--- src/rtl/pipe_stage_ctrl.sv ---
// Stage-control unit for the 5-stage pipeline: per-stage rst/en generation for bubbles,
// branch flushes and single-step debug, plus cycle/stall/flush counters.
module pipe_stage_ctrl #(
  parameter int RST_CYCLES = 2,
  parameter int CNT_W      = 32,
  parameter int STAT_W     = 16
) (
  input  logic              clk,
  input  logic              rst,
  input  logic              debug_en,
  input  logic              debug_step,
  input  logic              reg_stall,
  input  logic              branch_taken,
  output logic              if_rst,
  output logic              if_en,
  output logic              id_rst,
  output logic              id_en,
  output logic              exe_rst,
  output logic              exe_en,
  output logic              mem_rst,
  output logic              mem_en,
  output logic              wb_rst,
  output logic              wb_en,
  output logic              running,
  output logic [CNT_W-1:0]  cycle_cnt,
  output logic [STAT_W-1:0] stall_cnt,
  output logic [STAT_W-1:0] flush_cnt,
  output logic [1:0]        state_dbg
);

  typedef enum logic [1:0] {S_INIT, S_RUN, S_HALT, S_STEP} state_t;

  state_t     state, state_nxt;
  logic [3:0] hold_cnt, hold_nxt;
  logic       step_q;
  logic       step_edge;
  logic       advance;

  assign step_edge = debug_step & ~step_q;
  assign state_dbg = state;

  always_ff @(posedge clk) begin
    if (rst) begin
      state     <= S_INIT;
      hold_cnt  <= '0;
      step_q    <= 1'b0;
      cycle_cnt <= '0;
      stall_cnt <= '0;
      flush_cnt <= '0;
    end else begin
      state    <= state_nxt;
      hold_cnt <= hold_nxt;
      step_q   <= debug_step;
      if (advance) begin
        cycle_cnt <= cycle_cnt + CNT_W'(1);
        // A flush swallows any simultaneous stall, so only one of the two counts.
        if (branch_taken) begin
          if (flush_cnt != '1) flush_cnt <= flush_cnt + STAT_W'(1);
        end else if (reg_stall) begin
          if (stall_cnt != '1) stall_cnt <= stall_cnt + STAT_W'(1);
        end
      end
    end
  end

  always_comb begin
    state_nxt = state;
    hold_nxt  = hold_cnt;
    advance   = 1'b0;
    case (state)
      S_INIT: begin
        if (hold_cnt == 4'(RST_CYCLES - 1)) begin
          hold_nxt  = '0;
          state_nxt = debug_en ? S_HALT : S_RUN;
        end else begin
          hold_nxt = hold_cnt + 4'd1;
        end
      end
      S_RUN: begin
        advance = 1'b1;
        if (debug_en) state_nxt = S_HALT;
      end
      S_HALT: begin
        // Leaving step mode wins over a step request arriving in the same cycle.
        if (!debug_en)     state_nxt = S_RUN;
        else if (step_edge) state_nxt = S_STEP;
      end
      S_STEP: begin
        advance   = 1'b1;
        state_nxt = debug_en ? S_HALT : S_RUN;
      end
      default: state_nxt = S_INIT;
    endcase
  end

  // Stage controls; a stage held in reset always has its enable driven low.
  always_comb begin
    if_rst  = 1'b0; if_en  = 1'b0;
    id_rst  = 1'b0; id_en  = 1'b0;
    exe_rst = 1'b0; exe_en = 1'b0;
    mem_rst = 1'b0; mem_en = 1'b0;
    wb_rst  = 1'b0; wb_en  = 1'b0;
    running = 1'b0;
    if (rst || state == S_INIT) begin
      if_rst  = 1'b1;
      id_rst  = 1'b1;
      exe_rst = 1'b1;
      mem_rst = 1'b1;
      wb_rst  = 1'b1;
    end else if (advance) begin
      running = 1'b1;
      if (branch_taken) begin
        if_en   = 1'b1;
        id_rst  = 1'b1;
        exe_rst = 1'b1;
        mem_rst = 1'b1;
        wb_en   = 1'b1;
      end else if (reg_stall) begin
        exe_rst = 1'b1;
        mem_en  = 1'b1;
        wb_en   = 1'b1;
      end else begin
        if_en  = 1'b1;
        id_en  = 1'b1;
        exe_en = 1'b1;
        mem_en = 1'b1;
        wb_en  = 1'b1;
      end
    end
  end

endmodule
--- config.mk ---
export PLATFORM = sky130hd
export DESIGN_NAME = pipe_stage_ctrl
export DESIGN_NICKNAME = d
export VERILOG_FILES = /design/src/rtl/pipe_stage_ctrl.sv
export SDC_FILE = /design/constraint.sdc
export NUM_CORES = 1
export LEC_CHECK = 0
export CAP_MARGIN = 20
export CORE_ASPECT_RATIO = 1.2
export CORE_UTILIZATION = 45
export DETAILED_ROUTE_END_ITERATION = 10
export HOLD_SLACK_MARGIN = 0.12
export PLACE_DENSITY = 0.73
export SYNTH_ARGS = -nofsm -noshare
export SYNTH_HDL_FRONTEND = slang
export SYNTH_SLANG_ARGS = --single-unit
--- constraint.sdc ---
create_clock -name clk -period 2.7 [get_ports clk]
set_input_delay 0.27 -clock clk [delete_from_list [all_inputs] [get_ports clk]]
set_output_delay 0.27 -clock clk [all_outputs]
set_load 0.05 [all_outputs]
Word-level counts from Yosys, hierarchy flattened
Index checks and enable logic that the tools add are counted.

Input bits: 6. Output and inout bits: 77. Logic and storage cells: 56. Register bits: 71.

Eq/ne operators: 9. Reductions and logical operators: 6. Bitwise operators: 3. $add $sub $neg: 4. Multiplexer cells: 28.

Operator list (number): adder 16 x 1 -> 16 bit, second input constant (2); adder 32 x 1 -> 32 bit, second input constant (1); != test 16 bit, second input constant (2); 2-to-1 mux 1 bit (21); 2-to-1 mux 2 bit (5); one-hot mux 2 bit (4 select lines) (1); AND reduction 3 bit (2); adder 4 x 1 -> 4 bit, second input constant (1); == test 2 bit, second input constant (2); == test 4 x 1 -> 1 bit, second input constant (1); 2-to-1 mux 4 bit (1); != test 2 bit, second input constant (2); AND reduction 4 bit (1); != test 3 bit, second input constant (1); == test 2 x 1 -> 1 bit, second input constant (1); logical NOT 2 bit (1); inverter 1 bit (2); OR reduction 2 bit (1); bitwise AND 1 bit (1); logical OR 1 bit (1).

Logic depth before layout (Yosys ltp)
Gate-level depths: netlist of the first run.

Word-level depth: 5. Depth in mapped cells: 8. Depth with buffers taken out: 7.

Worst setup path after synthesis of the first run
No wires, ideal clock.

Path kind: register -> output. Start point: register state[0], in the netlist state_dbg[0]. End point: output id_en. Data arrival time: 2.908 ns. Slack: -0.478 ns. Cell stages (with the launch flop): 7. Cells stage by stage: dfxtp_1 -> ha_1 -> or2_1 -> clkbuf_1 -> nand2_1 -> nor3_1 -> buf_4.

Word-level cells in the longest chain between the ends: 5.

Ends and longest elaborated chain: start, declared (RTL line 33) `state_t state, state_nxt;`; start signal, assigned (RTL line 51) `state <= state_nxt;`; == test 2 x 1 -> 1 bit / == test 2 bit (equally long branches) (RTL line 70) `case (state)`; OR reduction 2 bit (no line); 2-to-1 mux 1 bit (RTL line 70); 2-to-1 mux 1 bit; 2-to-1 mux 1 bit (*); end, declared (RTL line 17) `output logic id_en,`.

Mark *: on every way between the ends. The rest lies on a longest branch, timed or not.

Worst setup path in the final report of the first run
Start point: register state[0], in the netlist state_dbg[0]. End point: output wb_rst.

Word-level cells in the longest chain between the ends: 3.

Ends and longest elaborated chain: logical NOT 2 bit (RTL line 104) `if (rst || state == S_INIT) begin`; logical OR 1 bit (RTL line 104); 2-to-1 mux 1 bit (RTL line 104); end, declared (RTL line 22) `output logic wb_rst,`.

No other way between the ends.

==> flow_metrics.env, run 1 <==
export IMPL_clock_latency_ps=330
export IMPL_initial_core_util=0.472
export IMPL_synth_async_reset_ratio=0
export IMPL_grt_pass1_vias=2859
export IMPL_antennaDiodeCount=0
export IMPL_viasPerCell=5.33
export IMPL_cp_required_ps=2430
export IMPL_num_rows=34
export IMPL_outcome="completed"
export IMPL_portBuffers=82
export IMPL_avgSynthCellArea_sq_um=8.43
export IMPL_synth_fp_nets=425
export IMPL_synth_xor_area_share=0.106
export IMPL_yosys_area_share_adder=0.0252
export IMPL_worstMarginPinSlew_ps=784
export IMPL_synth_seq_cells=71
export IMPL_synth_top_family_by_area="simple AND/OR/NAND/NOR gates"
export IMPL_synth_compound_area_frac=0.0901
export IMPL_cts_setup_buffers=0
export IMPL_drv_slew=0
export IMPL_die_w_microns=82.2
export IMPL_dp_hpwl_microns=5520
export IMPL_setup_ws_ps=305
export IMPL_initialDrtViolationCount=116
export IMPL_grt_max_degree=77
export IMPL_dieArea_sq_um=8070
export IMPL_min_period_ps=2390
export IMPL_ys_warn_count=0
export IMPL_path_clk_slew_ps=80
export IMPL_start_kind="flop"
export IMPL_io_pins=83
export IMPL_antenna_found_initial=0
export IMPL_cellPowerDensity_nw_per_um2=640
export IMPL_min_period_over_period=0.887
export IMPL_cp_max_fo=6
export IMPL_synth_cell_type_count=48
export IMPL_synth_area_leaders="dfxtp_1 (41%), nor2_1 (7.1%), xnor2_1 (5.3%)"
export IMPL_synth_top_area_cell="dfxtp_1"
export IMPL_ys_flop_type="dfxtp_1"
export IMPL_routed_wirelength_microns=7870
export IMPL_synth_edf_count=0
export IMPL_cts_tree="yes"
export IMPL_grt_overflow=0
export IMPL_p_leak_nw=1.63
export IMPL_cts_resized_gates=0
export IMPL_endpoint_kind="output pin"
export IMPL_setup_violations=0
export IMPL_cts_sinks=71
export IMPL_dp_slack_ps=394
export IMPL_synth_top_area_frac=0.409
export IMPL_fin_nets=504
export IMPL_groute_usage_overall=0.201
export IMPL_die_height_microns=98.2
export IMPL_syn_area_sq_um=3470
export IMPL_holdCritPathClass="flop to flop"
export IMPL_cap_viol_max_count=0
export IMPL_fmax_ghz=0.418
export IMPL_relSlewSlack=0.470
export IMPL_ant_nets=0
export IMPL_synth_mux_area_frac=0.0123
export IMPL_core_area_sq_um=7360
export IMPL_first_pass_iters=4
export IMPL_clockBufferDepth=2
export IMPL_cts_buffers=9
export IMPL_place_congestion=0.835
export IMPL_cts_htree_levels=3
export IMPL_setup_tns_ps=0
export IMPL_ir_worst_vdd_mv=0.566
export IMPL_grt_setup_unrepaired="no"
export IMPL_fin_skew_ps=9.90
export IMPL_routedWlPerCell_microns=13.4
export IMPL_synth_cells=412
export IMPL_drc_errors=0
export IMPL_ctsHoldBuffers=0
export IMPL_cp_arrival_ps=2120
export IMPL_drive_gt1_frac=0.0786
export IMPL_yosysSeqAreaShare=0.409
export IMPL_synth_simple_area_share=0.315
export IMPL_finalHoldViolations=0
export IMPL_grt_first_pass_wirelength_microns=13000
export IMPL_syn2layout_area_growth_pct=32.6
export IMPL_critical_path_class="flop to output pin"
export IMPL_cts_root_buf="clkbuf_8"
export IMPL_num_vias=3123
[final timing paths]
path                        startpoint                         end  slack, ps  cells past startpoint
max          state_dbg[0]$_SDFFE_PP0P_                      wb_rst        310                      5
min          cycle_cnt[1]$_SDFFE_PP0N_   cycle_cnt[1]$_SDFFE_PP0N_        500                      2
max reg2reg  state_dbg[1]$_SDFFE_PP0P_  cycle_cnt[30]$_SDFFE_PP0N_        520                      7
min reg2reg  cycle_cnt[1]$_SDFFE_PP0N_   cycle_cnt[1]$_SDFFE_PP0N_        500                      2
[logic make-up (layout without fill, tap and decap cells)]
family | count (synthesis) | count (layout)
fa+ha+maj | 7 | 7
simple gates | 205 | 205
flops | 71 | 71
compound gates | 51 | 51
xor+xnor | 42 | 42
buf+inv | 32 | 116
mux | 4 | 4
[layer usage]
layer,wire [microns],track usage,up-vias
li1,-,-,1604
met2,3760,0.330,76
met3,278,0.0327,2
met4,18,0.0621,0
met5,0,0,-
met1,3810,0.266,1441
[power by group]
part	leakage, nW	switching, W	total, W	internal, W
clock network	0.133	0.000405	0.00110	0.000694
logic	0.928	0.000479	0.000718	0.000239
registers	0.573	0.0000439	0.00113	0.00109
[per-stage QoR]
step | total power, W | hold WS, ps | utilization | std cells | cell area [sq um]
2_1_floorplan | 0.00168 | 398 | - | 412 | 3480
3_3_place_gp | 0.00186 | 481 | 0.588 | 570 | 4330
3_5_place_dp | 0.00187 | 492 | 0.588 | 570 | 4330
4_1_cts | 0.00297 | 503 | 0.624 | 586 | 4590
5_1_grt | 0.00307 | 516 | 0.626 | 586 | 4610
6_report | 0.00295 | 502 | 0.626 | 586 | 4610
[area by class of cell]
class,count,area [sq um]
clock inverters,4,98.8
well taps,90,113
repair buffers,87,846
inverters,13,48.8
multi-input cells,309,1910
fillers,612,2750
flip-flops and latches,71,1420
clock buffers,12,165
[worst max-delay path, stage by stage (launching register included)]
cell and delay (ps):
dfxtp_1 390, inv_1 100, ha_1 290, nor2_1 220
inv_1 90, clkdlybuf4s50_1 710
[state kept, by name, summed over array words and instances, names as in the netlist]
register	count
hold_cnt	4
cycle_cnt	32
state_dbg	2
stall_cnt	16
flush_cnt	16
step_q	1
[cell usage after synthesis, drive strengths merged, types with 4 or more instances]
library cell and instances:
xnor2 21, nand4 18, xor2 21, a21oi 17, inv 13, nand2 29
nor2 66, or4 5, and3 10, nand2b 5, or3 8, buf 10
nor3 12, nor3b 4, nor4 11, nand3 16, dfxtp 71, nor2b 10
ha 7, o21ai 14, clkbuf 9, and4 4
[cell usage in the layout, fill, tap and decap left out, types with 4 or more instances in the layout]
master	n
and3_1	10
nand2b_1	5
o21ai_0	10
buf_4	11
inv_1	13
clkdlybuf4s50_1	72
or3_1	8
xor2_1	21
xnor2_1	21
dfxtp_1	71
nand3_1	16
nor4_1	6
nand2_1	29
nor2_1	66
ha_1	7
and4_1	4
nor3_1	11
or4_1	4
a21oi_1	17
nand4_1	17
nor4_2	5
nor2b_1	10
clkbuf_8	12
(Power assumes the default switching activity.)
==> run 2: changes to the inputs <==
--- a/config.mk
+++ b/config.mk
@@ -9,8 +9,9 @@
 export CORE_ASPECT_RATIO = 1.2
 export CORE_UTILIZATION = 45
 export DETAILED_ROUTE_END_ITERATION = 10
+export DONT_BUFFER_PORTS = 1
 export HOLD_SLACK_MARGIN = 0.12
-export PLACE_DENSITY = 0.73
+export MAX_ROUTING_LAYER = met4
 export SYNTH_ARGS = -nofsm -noshare
 export SYNTH_HDL_FRONTEND = slang
 export SYNTH_SLANG_ARGS = --single-unit
==> flow_metrics.env, run 2 (synthesized netlist as in run 1, its figures left out) <==
export IMPL_outcome="completed"
export IMPL_reg2reg_depth=5
export IMPL_grt_pass1_vias=3034
export IMPL_grt_max_degree=70
export IMPL_place_congestion=0.778
export IMPL_largest_reg_flops=32
export IMPL_core_area_sq_um=7360
export IMPL_groute_usage_overall=0.219
export IMPL_setup_tns_ps=0
export IMPL_fmax_ghz=0.410
export IMPL_viasPerCell=5.49
export IMPL_clockBufferDepth=2
export IMPL_cts_root_buf="clkbuf_8"
export IMPL_worstMarginPinSlew_ps=766
export IMPL_cap_viol_max_count=0
export IMPL_hold_slack_ps=134
export IMPL_fill_cells=719
export IMPL_critical_path_class="flop to output pin"
export IMPL_setup_violations=0
export IMPL_drive_gt1_frac=0.196
export IMPL_holdCritPathClass="primary input to flop"
export IMPL_min_period_ps=2440
export IMPL_whs_endpoint="cycle_cnt[26]$_SDFFE_PP0N_"
export IMPL_dp_hpwl_microns=5660
export IMPL_reg_top3="cycle_cnt (32), flush_cnt (16), stall_cnt (16)"
export IMPL_first_pass_iters=4
export IMPL_dieArea_sq_um=8070
export IMPL_grt_setup_unrepaired="no"
export IMPL_largest_register="cycle_cnt"
export IMPL_cts_htree_levels=3
export IMPL_p_total_w=0.00262
export IMPL_setup_ws_ps=261
export IMPL_io_pins=83
export IMPL_min_from="rst"
export IMPL_finalHoldViolations=0
export IMPL_dp_slack_ps=538
export IMPL_antenna_found_initial=0
export IMPL_drv_slew=0
export IMPL_drc_errors=0
export IMPL_routed_wirelength_microns=8020
export IMPL_final_cell_mix="dfxtp_1 (71), buf_4 (67), nor2_1 (66)"
export IMPL_cts_buffers=9
export IMPL_die_w_microns=82.2
export IMPL_fin_nets=487
export IMPL_start_kind="flop"
export IMPL_initialDrtViolationCount=125
export IMPL_syn2layout_area_growth_pct=22.3
export IMPL_num_vias=3124
export IMPL_ff2ff_setup_slack_ps=500
export IMPL_path_clk_slew_ps=80
export IMPL_cp_arrival_ps=2170
export IMPL_grt_overflow=0
export IMPL_cts_tree="yes"
export IMPL_r2r_end="stall_cnt[15]$_SDFFE_PP0P_"
export IMPL_portBuffers=0
export IMPL_grt_first_pass_wirelength_microns=13300
export IMPL_cts_resized_gates=0
export IMPL_routedWlPerCell_microns=14.1
export IMPL_endpoint_kind="output pin"
export IMPL_cp_max_fo=8
export IMPL_min_path_cells=2
export IMPL_initial_core_util=0.472
export IMPL_rr_startpoint="stall_cnt[4]$_SDFFE_PP0P_"
export IMPL_p_leak_nw=1.61
export IMPL_cts_sinks=71
export IMPL_min_period_over_period=0.903
export IMPL_fin_skew_ps=9.51
export IMPL_antennaDiodeCount=0
export IMPL_mostFrequentLayoutCell="dfxtp_1"
export IMPL_clock_latency_ps=340
export IMPL_ir_worst_vdd_mv=0.593
export IMPL_num_rows=34
export IMPL_ant_nets=0
export IMPL_cp_required_ps=2430
export IMPL_relSlewSlack=0.485
export IMPL_die_height_microns=98.2
export IMPL_cellPowerDensity_nw_per_um2=618
## run 2: cell count changes in the layout (fill, tap and decap cells not counted), sizes merged, moves of 2 or more
| cell | delta |
|---|---|
| buf | +57 |
| bufinv | -2 |
| clkbuf | -2 |
| clkdlybuf4s50 | -72 |
| clkinv | +4 |
| dlymetal6s2s | -3 |
## run 2: critical path, stage by stage, from the launching register on
cell	delay, ps
dfxtp_1	360
inv_1	80
ha_1	260
o21ai_1	610
nand2_1	160
a21o_1	350
## run 2: worst max-delay path by stage
stage                                         start                         end  slack [ps]  cells past startpoint
after floorplan           state_dbg[0]$_SDFFE_PP0P_                       id_en          10                      6
after global placement    cycle_cnt[8]$_SDFFE_PP0N_  cycle_cnt[27]$_SDFFE_PP0N_         600                      5
after detailed placement  stall_cnt[4]$_SDFFE_PP0P_  stall_cnt[15]$_SDFFE_PP0P_         540                      5
after CTS                 state_dbg[1]$_SDFFE_PP0P_                     exe_rst         260                      5
after global routing      state_dbg[1]$_SDFFE_PP0P_                     exe_rst         130                      5
final                     state_dbg[1]$_SDFFE_PP0P_                     exe_rst         260                      5
## run 2: layer usage
metal,share of wire,up-vias,track usage,routed length (microns)
met5,0,-,-,0
li1,-,1570,-,-
met1,0.43,1474,0.237,3470
met4,0.011,0,0.0769,91
met3,0.055,8,0.0579,438
met2,0.50,72,0.376,4020
## run 2: what timing repair did
action | in CTS | in global routing
endpoints found under the hold margin | 68 | 0
buffers inserted | 0 | 0
hold buffers | 2 | 0
## run 2: report_power, final
group	internal, W	total (W)	switching [W]	leakage (nW)
Combinational	0.000193	0.000675	0.000482	0.942
Clock	0.000424	0.000832	0.000408	0.0960
Sequential	0.00109	0.00112	0.0000316	0.573
## run 2: final cells by class
| cell class | instances | area [sq um] | share of cell area |
|---|---|---|---|
| repair buffers | 70 | 561 | 0.132 |
| well taps | 90 | 113 | 0.0265 |
| clock inverters | 6 | 61.3 | 0.0144 |
| inverters | 13 | 48.8 | 0.0115 |
| clock buffers | 10 | 128 | 0.0300 |
| multi-input cells | 309 | 1920 | 0.451 |
| flip-flops and latches | 71 | 1420 | 0.335 |
## run 2: stage by stage
| step | utilization | cells | cell area [sq um] |
|---|---|---|---|
| 2_1_floorplan | - | 412 | 3480 |
| 3_3_place_gp | 0.546 | 551 | 4020 |
| 3_5_place_dp | 0.546 | 551 | 4020 |
| 4_1_cts | 0.577 | 569 | 4250 |
| 5_1_grt | 0.577 | 569 | 4250 |
| 6_report | 0.577 | 569 | 4250 |
